$ cat src/rtl/evm_pkg.sv
`default_nettype none
// ============================================================================
// Module      : evm_pkg
// Description : Shared definitions for the vote tally and the winner
//               selector: poll FSM encoding, candidate count, tally widths
//               and the illegal ballot select code.
// Revision    : 1.0 - initial release
// ============================================================================
package evm_pkg;

    localparam int NUM_CAND = 3;
    localparam int CNT_W    = 4;
    localparam int SEL_W    = 2;
    localparam int TOTAL_W  = 6;

    localparam logic [CNT_W-1:0]   CNT_MAX     = 4'd15;
    localparam logic [TOTAL_W-1:0] TOTAL_MAX   = 6'd63;
    localparam logic [SEL_W-1:0]   SEL_ILLEGAL = 2'd3;

    typedef enum logic [1:0] {
        ST_IDLE   = 2'b00,
        ST_OPEN   = 2'b01,
        ST_ARMED  = 2'b10,
        ST_CLOSED = 2'b11
    } poll_state_e;

endpackage : evm_pkg
`default_nettype wire

$ cat src/rtl/sat_counter_4bit.sv
`default_nettype none
// ============================================================================
// Module      : sat_counter_4bit
// Description : One per-candidate tally. Counts up on inc, sticks at the
//               maximum value, clears synchronously on clr or rst.
// Revision    : 1.0 - initial release
// ============================================================================
module sat_counter_4bit
    import evm_pkg::*;
(
    input  logic             clk,
    input  logic             rst,
    input  logic             clr,
    input  logic             inc,
    output logic [CNT_W-1:0] count,
    output logic             at_max
);

    logic [CNT_W-1:0] count_q;
    logic [CNT_W-1:0] count_d;

    // Next count: clear wins, otherwise increment unless already full.
    always_comb begin
        count_d = count_q;
        if (clr) begin
            count_d = '0;
        end else if (inc && (count_q != CNT_MAX)) begin
            count_d = count_q + 4'd1;
        end
    end

    // Tally register with synchronous reset.
    always_ff @(posedge clk) begin
        if (rst) begin
            count_q <= '0;
        end else begin
            count_q <= count_d;
        end
    end

    assign count  = count_q;
    assign at_max = (count_q == CNT_MAX);

endmodule : sat_counter_4bit
`default_nettype wire

$ cat src/rtl/vote_tally.sv
`default_nettype none
// ============================================================================
// Module      : vote_tally
// Description : Poll controller and ballot tally. A voter authorization arms
//               exactly one ballot; legal ballots bump a saturating slot
//               counter and the saturating total, illegal selects are
//               rejected without consuming the authorization.
// Revision    : 1.0 - initial release
// ============================================================================
module vote_tally
    import evm_pkg::*;
#(
    parameter logic [CNT_W-1:0] CAND_ID0 = 4'd1,
    parameter logic [CNT_W-1:0] CAND_ID1 = 4'd2,
    parameter logic [CNT_W-1:0] CAND_ID2 = 4'd3
) (
    input  logic                             clk,
    input  logic                             rst,
    input  logic                             open_poll,
    input  logic                             close_poll,
    input  logic                             voter_auth,
    input  logic                             ballot_valid,
    input  logic [SEL_W-1:0]                 ballot_sel,
    output logic                             ballot_ready,
    output logic                             vote_ack,
    output logic                             vote_reject,
    output logic [NUM_CAND-1:0][CNT_W-1:0]   candidate_numbers,
    output logic [NUM_CAND-1:0][CNT_W-1:0]   vote_counts,
    output logic [TOTAL_W-1:0]               total_votes,
    output logic [1:0]                       poll_state,
    output logic                             results_valid,
    output logic                             sat_flag
);

    poll_state_e                     state_q, state_d;
    logic [TOTAL_W-1:0]              total_q, total_d;
    logic                            sat_q, sat_d;
    logic                            ack_q, ack_d;
    logic                            rej_q, rej_d;

    logic                            w_handshake;
    logic                            w_accept;
    logic                            w_reject;
    logic                            w_clear;
    logic [NUM_CAND-1:0]             w_inc;
    logic [NUM_CAND-1:0]             w_hit_max;
    logic [NUM_CAND-1:0]             w_at_max;
    logic [NUM_CAND-1:0][CNT_W-1:0]  w_count;

    // A ballot is only ever seen while armed; the select decides its fate.
    assign w_handshake = ballot_valid && (state_q == ST_ARMED);
    assign w_accept    = w_handshake && (ballot_sel != SEL_ILLEGAL);
    assign w_reject    = w_handshake && (ballot_sel == SEL_ILLEGAL);

    // Next-state logic; a fresh poll (from IDLE or CLOSED) clears the tallies.
    always_comb begin
        state_d = state_q;
        w_clear = 1'b0;
        case (state_q)
            ST_IDLE: begin
                if (open_poll) begin
                    state_d = ST_OPEN;
                    w_clear = 1'b1;
                end
            end
            ST_OPEN: begin
                if (close_poll) begin
                    state_d = ST_CLOSED;
                end else if (voter_auth) begin
                    state_d = ST_ARMED;
                end
            end
            ST_ARMED: begin
                if (close_poll) begin
                    state_d = ST_CLOSED;
                end else if (w_accept) begin
                    state_d = ST_OPEN;
                end
            end
            ST_CLOSED: begin
                if (open_poll) begin
                    state_d = ST_OPEN;
                    w_clear = 1'b1;
                end
            end
            default: begin
                state_d = ST_IDLE;
            end
        endcase
    end

    // One saturating counter per candidate slot.
    for (genvar i = 0; i < NUM_CAND; i++) begin : g_slot
        assign w_inc[i]     = w_accept && (ballot_sel == SEL_W'(i));
        // Flag saturation on the vote that lands on (or beyond) the maximum.
        assign w_hit_max[i] = w_inc[i] && (w_at_max[i] || (w_count[i] == (CNT_MAX - 4'd1)));

        sat_counter_4bit u_cnt (
            .clk    (clk),
            .rst    (rst),
            .clr    (w_clear),
            .inc    (w_inc[i]),
            .count  (w_count[i]),
            .at_max (w_at_max[i])
        );
    end

    // Total, sticky saturation flag and the one-cycle response pulses.
    always_comb begin
        total_d = total_q;
        sat_d   = sat_q | (|w_hit_max);
        ack_d   = w_accept;
        rej_d   = w_reject;
        if (w_clear) begin
            total_d = '0;
            sat_d   = 1'b0;
        end else if (w_accept && (total_q != TOTAL_MAX)) begin
            total_d = total_q + 6'd1;
        end
    end

    // Control and summary registers with synchronous reset.
    always_ff @(posedge clk) begin
        if (rst) begin
            state_q <= ST_IDLE;
            total_q <= '0;
            sat_q   <= 1'b0;
            ack_q   <= 1'b0;
            rej_q   <= 1'b0;
        end else begin
            state_q <= state_d;
            total_q <= total_d;
            sat_q   <= sat_d;
            ack_q   <= ack_d;
            rej_q   <= rej_d;
        end
    end

    assign ballot_ready      = (state_q == ST_ARMED);
    assign results_valid     = (state_q == ST_CLOSED);
    assign poll_state        = state_q;
    assign vote_ack          = ack_q;
    assign vote_reject       = rej_q;
    assign vote_counts       = w_count;
    assign total_votes       = total_q;
    assign sat_flag          = sat_q;
    assign candidate_numbers = {CAND_ID2, CAND_ID1, CAND_ID0};

endmodule : vote_tally
`default_nettype wire

$ cat config.mk
export PLATFORM = sky130hd
export DESIGN_NAME = vote_tally
export DESIGN_NICKNAME = d
export VERILOG_FILES = /design/src/rtl/evm_pkg.sv /design/src/rtl/sat_counter_4bit.sv /design/src/rtl/vote_tally.sv
export SDC_FILE = /design/constraint.sdc
export NUM_CORES = 1
export LEC_CHECK = 0
export ABC_CLOCK_PERIOD_IN_PS = 2000
export CAP_MARGIN = 10
export CORE_ASPECT_RATIO = 1.75
export CORE_MARGIN = 1.5
export CORE_UTILIZATION = 44
export CTS_CLUSTER_SIZE = 40
export DETAILED_ROUTE_END_ITERATION = 6
export GPL_TIMING_DRIVEN = 0
export PLACE_DENSITY_LB_ADDON = 0.3
export SLEW_MARGIN = 40
export SYNTH_ARGS = -nofsm -noshare
export SYNTH_HDL_FRONTEND = slang
export SYNTH_SLANG_ARGS = --single-unit
$ cat constraint.sdc
create_clock -name clk -period 2 [get_ports clk]
set_input_delay 0.6 -clock clk [delete_from_list [all_inputs] [get_ports clk]]
set_output_delay 0.6 -clock clk [all_outputs]
set_load 0.02 [all_outputs]
==> results.yml, run 1 <==
run_status:
  outcome: "finished, final reports clean"
yosys:
  syn_inst: 149
  synthArstFlopShare: 0
  synth_edf_count: 0
  synth_top_area_cell: "dfxtp_1"
  ys_types: 39
  synth-seq-cells: 23
  netlist_area_sq_mm: 0.00128
  yosysSeqAreaShare: 0.358
  yosysWarnings: 0
  syn_avg_cell_area_sq_um: 8.62
  synth_ff_type: "dfxtp_1"
  synthTopCellsByArea: "dfxtp_1 (36%), ha_1 (9.7%), buf_4 (7.0%), a21oi_1 (4.7%), nor2_1 (4.4%)"
  synth_top_area_frac: 0.358
setup_path:
  cp.buffers_inverters: 1
  critical_path_class: "reg2out"
  start_kind: "flip-flop"
  critPathTopFamily: "buffers and inverters"
  cp_slowest_cell: "clkdlybuf4s50_1"
  cp_slowest_stage_delay_ns: 0.64
  reg2reg_depth: 5
  arrival_ns: 1.34
  worstSetupPathDepth: 1
  crit_chain: "clkdlybuf4s50_1"
  worstPathMaxFanout: 5
  worstReg2RegEnd: "total_votes[5]"
  cp.required_ns: 1.40
  setup.worst_path.end_class: "primary output"
  r2r_start: "poll_state[1]"
  r2r_setup_slack_ns: 0.32
clocking:
  htreeDepth: 1
  cts_made_buffers: 3
  holdBufCountCts: 0
  cts_tree: "done"
  path_clk_slew_ns: 0.08
  cts_max_path_buffers: 2
  clk_latency_ns: 0.26
  clkSinkCount: 23
  cts_root_buf: "clkbuf_8"
drt:
  dr_wl_met3_um: 148
  wl_met1_um: 1070
  drc_errors: 0
  wl_met2_um: 1380
  viasPerCell: 5.24
  drt_wl_total_um: 2650
  drtAntennaViolNets: 0
  drt_iter0_drc: 35
  vias: 1153
  drtPass1Iterations: 4
  routedWlPerCell_um: 12.1
  routed.top_layer: "met4"
timing:
  fin_crit_ns: 1.94
  min_period_over_period: 0.969
  fmax_mhz: 516
  fin_skew_ns: 0.00495
  finalHoldViolCount: 0
  grt_setup_unrepaired: "no"
  slew_viol_final: 0
  setup_viol: 0
cells_and_area:
  fin_nets: 212
  mostFrequentLayoutCells: "clkdlybuf4s50_1 (27), dfxtp_1 (22), nor2_1 (15)"
  drive_above_1_share: 0.124
  final_common_cell: "clkdlybuf4s50_1"
  areaGrowthSynthToFinish_pct: 34.1
  final_cells: 220
  antenna-diode-count: 0
floorplan:
  die_x_um: 43.9
  num_rows: 25
  die-height_um: 74.5
  start_util: 0.467
  io_pins: 45
  core_sq_mm: 0.00275
  die_area_sq_mm: 0.00327
hold_path:
  hold_end: "total_votes[5]"
  holdPathStages: 2
  hp-start: "total_votes[5]"
  hp-class: "reg2reg"
placement:
  dp.cells: 217
  dp_hpwl_um: 2040
  port_buffers: 31
  place_congestion: 0.894
pwr:
  power.density_mw_per_mm2: 702
  p_leak_nw: 0.744
  p_total_mw: 1.21
  peakVddDrop_uv: 601
global_route:
  antenna_found_initial: 0
  grtUsageTotal: 0.167
  grt_max_degree: 14
  gr-total-overflow: 0
  grt_pass1_vias: 1004
  grt_pass1_wl_um: 4240
flow_run:
  cap_viol_max_count: 0
kinds of logic (layout without fill, tap and decap cells):
logic type      count (synthesis)  count (layout)  share of synthesized area
xor+xnor                        8               8                     0.0545
compound gates                 33              33                      0.172
simple gates                   49              49                      0.201
buf+inv                        23              57                      0.103
mux                             1               1                    0.00779
other cells                     2              12                    0.00584
fa+ha+maj                      10              10                     0.0974
flops                          23              23                      0.358
what timing repair did:
item / 4_1_cts / 5_1_grt
pin swaps: 0 / 0
buffers inserted: 0 / 0
gates resized for setup: 3 / 5
setup endpoints to repair: 12 / 6
layout make-up:
cell class              instances  area, sq um
clock inverters                 1         5.00
multi-input cells             113          738
clock buffers                   3         41.3
inverters                       8         30.0
plain buffers                  14          100
fillers                       247         1030
flip-flops and latches         23          462
repair buffers                 31          313
well taps                      27         33.8
sequential cells by signal, summed over array words and instances (netlist names):
name and cells:
poll_state 2, sat_flag 1, total_votes 6, vote_ack 1
vote_reject 1, g_slot.u_cnt.count 12
how the worst max path moves through the flow:
stage                               endpoint  slack [ns]                     start
finish                        vote_counts[7]        0.06  g_slot[1].u_cnt.count[3]
global route                  vote_counts[7]        0.01  g_slot[1].u_cnt.count[3]
CTS                             ballot_ready        0.05             poll_state[0]
detailed placement            total_votes[0]       -0.39                       rst
global placement    g_slot[0].u_cnt.count[3]       -0.34                       rst
floorplan                     total_votes[5]        0.11             poll_state[1]
layer usage:
metal / up-vias / GRT usage
li1: 586 / -
met3: 6 / 0.0243
met4: 0 / 0.0774
met1: 528 / 0.185
met2: 33 / 0.302
met5: - / 0
report_power, final:
part / switching (mW) / internal [mW] / total [mW]
Combinational: 0.237 / 0.178 / 0.415
Clock: 0.143 / 0.139 / 0.281
Sequential: 0.0284 / 0.484 / 0.513
Total: 0.408 / 0.801 / 1.21
through the flow:
stage	instance area [sq um]	hold slack [ns]	util	setup TNS (ns)	worst slack [ns]
floorplan	1320	0.563	-	0	0.114
CTS	1710	0.515	0.622	0	0.0469
detailed placement	1670	0.499	0.605	-4.23	-0.395
global route	1720	0.555	0.626	0	0.0116
global placement	1670	0.482	0.605	-3.86	-0.339
finish	1720	0.515	0.626	0	0.0622
synth_stat cells, drive strengths merged (3+ instances only):
| cell | count |
|---|---|
| nor3 | 3 |
| ha | 10 |
| and3 | 3 |
| a21oi | 12 |
| xor2 | 4 |
| or3 | 3 |
| buf | 13 |
| o21ai | 6 |
| inv | 8 |
| dfxtp | 23 |
| o211ai | 3 |
| nand3 | 6 |
| nand2 | 9 |
| nor2 | 15 |
| xnor2 | 4 |
tightest hold or removal path, cell delays in order (launching register included):
cell	delay (ns)
dfxtp_1	0.34
o31ai_1	0.07
a21oi_1	0.06
Power figures use the tool's default switching activity.
==> inputs of run 2 (changes only) <==
--- a/config.mk
+++ b/config.mk
@@ -13,6 +13,7 @@
 export CTS_CLUSTER_SIZE = 40
 export DETAILED_ROUTE_END_ITERATION = 6
 export GPL_TIMING_DRIVEN = 0
+export HOLD_SLACK_MARGIN = 0.08
 export PLACE_DENSITY_LB_ADDON = 0.3
 export SLEW_MARGIN = 40
 export SYNTH_ARGS = -nofsm -noshare
==> results of run 2 <==
Same layout as run 1: the final DEF is identical, and so are final timing and power.
